**src/rtl/pipe_stage_reg_if.sv**
```systemverilog
// Bundle of the stage-boundary signals between the producer/consumer side and
// the boundary register. The master drives stage inputs, the slave is the register.
interface pipe_stage_reg_if #(
    parameter int unsigned DATA_W = 32,
    parameter int unsigned MC_W   = 66,
    parameter int unsigned CNT_W  = 8
);
    logic [5:0]        stall;
    logic              flush;
    logic              in_valid;
    logic [DATA_W-1:0] in_data;
    logic [MC_W-1:0]   mc_i;
    logic              out_valid;
    logic [DATA_W-1:0] out_data;
    logic [MC_W-1:0]   mc_o;
    logic [CNT_W-1:0]  stall_cnt;

    modport master (
        output stall, flush, in_valid, in_data, mc_i,
        input  out_valid, out_data, mc_o, stall_cnt
    );

    modport slave (
        input  stall, flush, in_valid, in_data, mc_i,
        output out_valid, out_data, mc_o, stall_cnt
    );
endinterface

```
**src/rtl/pipe_stage_reg.sv**
```systemverilog
// Generic pipeline boundary register: opaque payload plus valid, stall/flush
// handling, multi-cycle state carry-back and a saturating stall-cycle counter.
module pipe_stage_reg #(
    parameter int unsigned       DATA_W    = 32,
    parameter logic [DATA_W-1:0] NOP_VALUE = {DATA_W{1'b0}},
    parameter int unsigned       MC_W      = 66,
    parameter int unsigned       STAGE     = 3,
    parameter int unsigned       CNT_W     = 8
) (
    input logic              clk,
    input logic              rst,
    pipe_stage_reg_if.slave  bus
);

    localparam logic [CNT_W-1:0] CntMax = {CNT_W{1'b1}};

    logic              s_up;
    logic              s_dn;
    logic              valid_q, valid_d;
    logic [DATA_W-1:0] data_q, data_d;
    logic [MC_W-1:0]   mc_q, mc_d;
    logic [CNT_W-1:0]  cnt_q, cnt_d;

    assign s_up = bus.stall[STAGE];
    assign s_dn = bus.stall[STAGE+1];

    // Next-state decode in priority order: flush, bubble, pass, hold.
    always_comb begin
        valid_d = valid_q;
        data_d  = data_q;
        mc_d    = mc_q;
        cnt_d   = cnt_q;
        if (bus.flush) begin
            // The killed instruction's partial multi-cycle state is dropped too.
            valid_d = 1'b0;
            data_d  = NOP_VALUE;
            mc_d    = '0;
            cnt_d   = '0;
        end else if (s_up && !s_dn) begin
            // Bubble: upstream keeps its instruction and gets its partial result back.
            valid_d = 1'b0;
            data_d  = NOP_VALUE;
            mc_d    = bus.mc_i;
            cnt_d   = (cnt_q == CntMax) ? cnt_q : cnt_q + 1'b1;
        end else if (!s_up) begin
            // Pass; s_dn=1 here is an illegal vector and is treated the same way.
            valid_d = bus.in_valid;
            data_d  = bus.in_data;
            mc_d    = '0;
            cnt_d   = '0;
        end else begin
            // Hold: stall belongs to downstream, so the counter freezes.
            mc_d    = bus.mc_i;
        end
    end

    // State register with synchronous reset.
    always_ff @(posedge clk) begin
        if (rst) begin
            valid_q <= 1'b0;
            data_q  <= NOP_VALUE;
            mc_q    <= '0;
            cnt_q   <= '0;
        end else begin
            valid_q <= valid_d;
            data_q  <= data_d;
            mc_q    <= mc_d;
            cnt_q   <= cnt_d;
        end
    end

    assign bus.out_valid = valid_q;
    assign bus.out_data  = data_q;
    assign bus.mc_o      = mc_q;
    assign bus.stall_cnt = cnt_q;

    // Stalls propagate upstream, so a stalled downstream with a running upstream is a bug.
    illegal_stall_vector : assert property (@(posedge clk) disable iff (rst) !(!s_up && s_dn));

endmodule

```
**src/flat_wrapper.sv**
```systemverilog
// flat-port wrapper written by rule: the top's interface ports become plain ports
module pipe_stage_reg_flat 
#(
    parameter int unsigned       DATA_W    = 32,
    parameter logic [DATA_W-1:0] NOP_VALUE = {DATA_W{1'b0}},
    parameter int unsigned       MC_W      = 66,
    parameter int unsigned       STAGE     = 3,
    parameter int unsigned       CNT_W     = 8
)
  (clk, rst, bus_stall, bus_flush, bus_in_valid, bus_in_data, bus_mc_i, bus_out_valid, bus_out_data, bus_mc_o, bus_stall_cnt);
  pipe_stage_reg_if #(.DATA_W(DATA_W), .MC_W(MC_W), .CNT_W(CNT_W)) bus_i ();
  input logic clk;
  input logic rst;
  input wire logic [$bits(bus_i.stall)-1:0] bus_stall;
  input wire logic [$bits(bus_i.flush)-1:0] bus_flush;
  input wire logic [$bits(bus_i.in_valid)-1:0] bus_in_valid;
  input wire logic [$bits(bus_i.in_data)-1:0] bus_in_data;
  input wire logic [$bits(bus_i.mc_i)-1:0] bus_mc_i;
  output wire logic [$bits(bus_i.out_valid)-1:0] bus_out_valid;
  output wire logic [$bits(bus_i.out_data)-1:0] bus_out_data;
  output wire logic [$bits(bus_i.mc_o)-1:0] bus_mc_o;
  output wire logic [$bits(bus_i.stall_cnt)-1:0] bus_stall_cnt;
  assign bus_i.stall = bus_stall;
  assign bus_i.flush = bus_flush;
  assign bus_i.in_valid = bus_in_valid;
  assign bus_i.in_data = bus_in_data;
  assign bus_i.mc_i = bus_mc_i;
  assign bus_out_valid = bus_i.out_valid;
  assign bus_out_data = bus_i.out_data;
  assign bus_mc_o = bus_i.mc_o;
  assign bus_stall_cnt = bus_i.stall_cnt;
  pipe_stage_reg #(.DATA_W(DATA_W), .NOP_VALUE(NOP_VALUE), .MC_W(MC_W), .STAGE(STAGE), .CNT_W(CNT_W)) u_core (.clk(clk), .rst(rst), .bus(bus_i));
endmodule
```
**config.mk**
```make
export PLATFORM = sky130hd
export DESIGN_NAME = pipe_stage_reg_flat
export DESIGN_NICKNAME = d
export VERILOG_FILES = /design/src/rtl/pipe_stage_reg_if.sv /design/src/rtl/pipe_stage_reg.sv /design/src/flat_wrapper.sv
export SDC_FILE = /design/constraint.sdc
export NUM_CORES = 1
export LEC_CHECK = 0
export CAP_MARGIN = 20
export CORE_ASPECT_RATIO = 1.5
export CORE_UTILIZATION = 36
export CTS_CLUSTER_SIZE = 24
export DETAILED_ROUTE_END_ITERATION = 10
export HOLD_SLACK_MARGIN = 0.15
export PLACE_DENSITY = 0.77
export SKIP_CTS_REPAIR_TIMING = 1
export SYNTH_ARGS = -nofsm -noshare
export SYNTH_HDL_FRONTEND = slang
export SYNTH_SLANG_ARGS = --single-unit
```
**constraint.sdc**
```tcl
create_clock -name clk -period 1.82 [get_ports clk]
set_input_delay 0.273 -clock clk [delete_from_list [all_inputs] [get_ports clk]]
set_output_delay 0.273 -clock clk [all_outputs]
set_load 0.01 [all_outputs]
```
==> flow_metrics.py <==
metrics = {
    "status": {
        "status": "finished clean",
    },
    "placed_design": {
        "gp_congestion": 0.719,
        "dpl_cell_area_um2": 5610,
        "port_buffers": 210,
        "hpwl_um": 6590,
    },
    "finish": {
        "final_core_util_pct": 64.9,
        "stdcell_area_um2": 5970,
        "layout_common_cells": "209 x clkdlybuf4s50_1, 107 x dfxtp_1, 66 x and2_1, 37 x mux2i_1, 34 x nor2_1",
        "antenna_cells": 0,
        "layout.nets": 618,
        "drive_gt1_share_pct": 4.86,
        "area_delta_synth_final_pct": 76.2,
        "nFillCells": 696,
        "final_common_cell": "clkdlybuf4s50_1",
    },
    "floorplanning": {
        "core_area_um2": 9200,
        "dieArea_um2": 9820,
        "start_util_pct": 36.8,
        "die_w_um": 81.2,
        "die_y_um": 121,
        "row_count": 43,
        "ioPinCount": 215,
    },
    "synthesis": {
        "synthesis.area_um2": 3390,
        "ys.warnings.count": 0,
        "ys_seq_area_share_pct": 63.2,
        "avgSynthCellArea_um2": 11.4,
        "synth_nets": 407,
        "synthCells": 298,
        "ys_ff_latch": 107,
        "yosysUniqueCellTypes": 27,
    },
    "worst_setup_path": {
        "crit_required_ns": 1.55,
        "max_stage_delay_ns": 0.61,
        "start_kind": "flip-flop",
        "worstPathCellList": "clkdlybuf4s50_1",
        "path_class": "reg2out",
        "critPathSlowestCell": "clkdlybuf4s50_1",
        "crit_buf_inv": 1,
        "cp_max_fo": 7,
        "end_kind": "primary output",
        "cp.arrival_ns": 1.38,
        "crit_family": "buffers and inverters",
    },
    "global_route": {
        "grt_pass1_wl_um": 13000,
        "overflow": 0,
        "antenna_found_initial": 0,
        "grt_max_degree": 41,
        "grt_pass1_vias": 2701,
        "grt_use_total_pct": 17.9,
    },
    "drt": {
        "wl_per_cell_um": 13.8,
        "initialDrtViolationCount": 68,
        "vias_per_cell": 4.43,
        "ant_nets": 0,
        "drc": 0,
        "dr_total_vias": 2772,
        "drt-pass1-iter-count": 6,
        "wl_um": 8610,
    },
    "worst_hold_path": {
        "hold_path_class": "in2reg",
    },
    "clocking": {
        "htreeDepth": 3,
        "cts.sinks": 107,
        "clock_latency_ns": 0.34,
        "cts_tree": "yes",
        "cts_buffer_depth": 2,
        "path_clk_slew_ns": 0.07,
        "clock-root-buffer": "clkbuf_16",
        "cts_inserted_buffers": 9,
    },
    "sta": {
        "slew_viol_final": 0,
        "period_minus_slack_ns": 1.65,
        "max_freq_mhz": 605,
        "tns_ns": 0,
        "slew_headroom_pct": 78.0,
        "rsz0062_at_grt": "no",
        "skew_ns": 0.00799,
        "setup_violations": 0,
        "finalCritPeriodShare_pct": 90.8,
        "whs_ns": 0.397,
        "hold_viol": 0,
        "worst_pin_slew_ns": 0.330,
    },
    "power": {
        "seq_power_share_pct": 46.5,
        "p_int_mw": 4.18,
        "comb_power_share_pct": 10.0,
        "power_density_nw_per_um2": 871,
        "ir_drop_mv": 0.683,
        "p_sw_mw": 1.02,
        "p_total_mw": 5.20,
        "p_clk_share_pct": 43.5,
        "p_leak_nw": 2.38,
        "p_sw_share_pct": 19.5,
    },
    "flow_run": {
        "cap_viol_max_count": 0,
    },
}
through the flow:
step	setup WS, ns	std cells
finish	0.167	626
global route	0.120	626
CTS	0.179	626
detailed placement	0.163	610
global placement	0.197	610
floorplan	0.387	298
path summary, 6_finish.rpt:
kind	from	end	slack (ns)	cells after the start
min	bus_stall[3]	u_core.bus.out_data[13]	0.40	3
max reg2reg	u_core.bus.stall_cnt[1]	u_core.bus.stall_cnt[6]	0.23	4
min reg2reg	u_core.bus.out_data[8]	u_core.bus.out_data[8]	0.49	2
max	u_core.bus.stall_cnt[7]	bus_stall_cnt[7]	0.17	1
synthesized netlist by cell type:
cell      number  area [µm²]
a211oi_1       1        7.51
a21boi_0       1        7.51
a21oi_1        5        25.0
a311oi_1       1        8.76
and2_1        66         413
and3_1         3        18.8
and4_1         1        8.76
and4b_1        1        10.0
buf_2          8        40.0
buf_4          8        60.1
dfxtp_1      107        2140
ha_1           1        12.5
inv_1          4        15.0
mux2i_1       37         370
nand2_1        8        30.0
nand2b_1       2        12.5
nand3_1        1        5.00
nand3b_1       1        7.51
nand4b_1       1        8.76
nor2_1        34         128
nor3_1         1        5.00
nor3b_4        1        18.8
o21ai_0        1        5.00
o21ai_1        1        5.00
o311ai_0       1        8.76
o41ai_1        1        8.76
or4_1          1        7.51
logic make-up (layout without fill, tap and decap cells):
kind of cell / Yosys count / in the layout / synth area share [%]
fa+ha+maj: 1 / 1 / 0.369
flops: 107 / 107 / 63.2
simple gates: 121 / 121 / 19.9
compound gates: 12 / 12 / 2.25
buf+inv: 20 / 236 / 3.40
mux: 37 / 37 / 10.9
layer usage:
layer  part of all wire [%]  vias to the layer above  GRT usage, %
met5                      0                        -             0
met1                     35                     1238          17.1
li1                       -                     1384             -
met4                    2.5                        0          10.6
met2                     55                      134          33.1
met3                    7.7                       16          4.68
power by group through the flow:
stage               Combinational (mW)  Sequential (mW)  Clock, mW
CTS                              0.525             2.42       2.32
global route                     0.557             2.42       2.41
finish                           0.519             2.42       2.26
global placement                 0.516             2.47          0
detailed placement               0.522             2.47          0
floorplan                        0.127             2.50          0
state kept, by name (all words and copies together), names as in the netlist:
| signal | flops |
|---|---|
| u_core.bus.out_data | 32 |
| u_core.bus.out_valid | 1 |
| u_core.bus.stall_cnt | 8 |
| u_core.bus.mc_o | 66 |
layout make-up:
cell class	count	area [µm²]	area share, %
Tap cell	112	140	2.35
Inverter	4	15.0	0.251
Timing Repair Buffer	216	2180	36.5
Sequential cell	107	2140	35.9
Clock inverter	5	108	1.80
Multi-Input combinational cell	171	1140	19.0
Clock buffer	11	253	4.23
(Power assumes the default switching activity.)
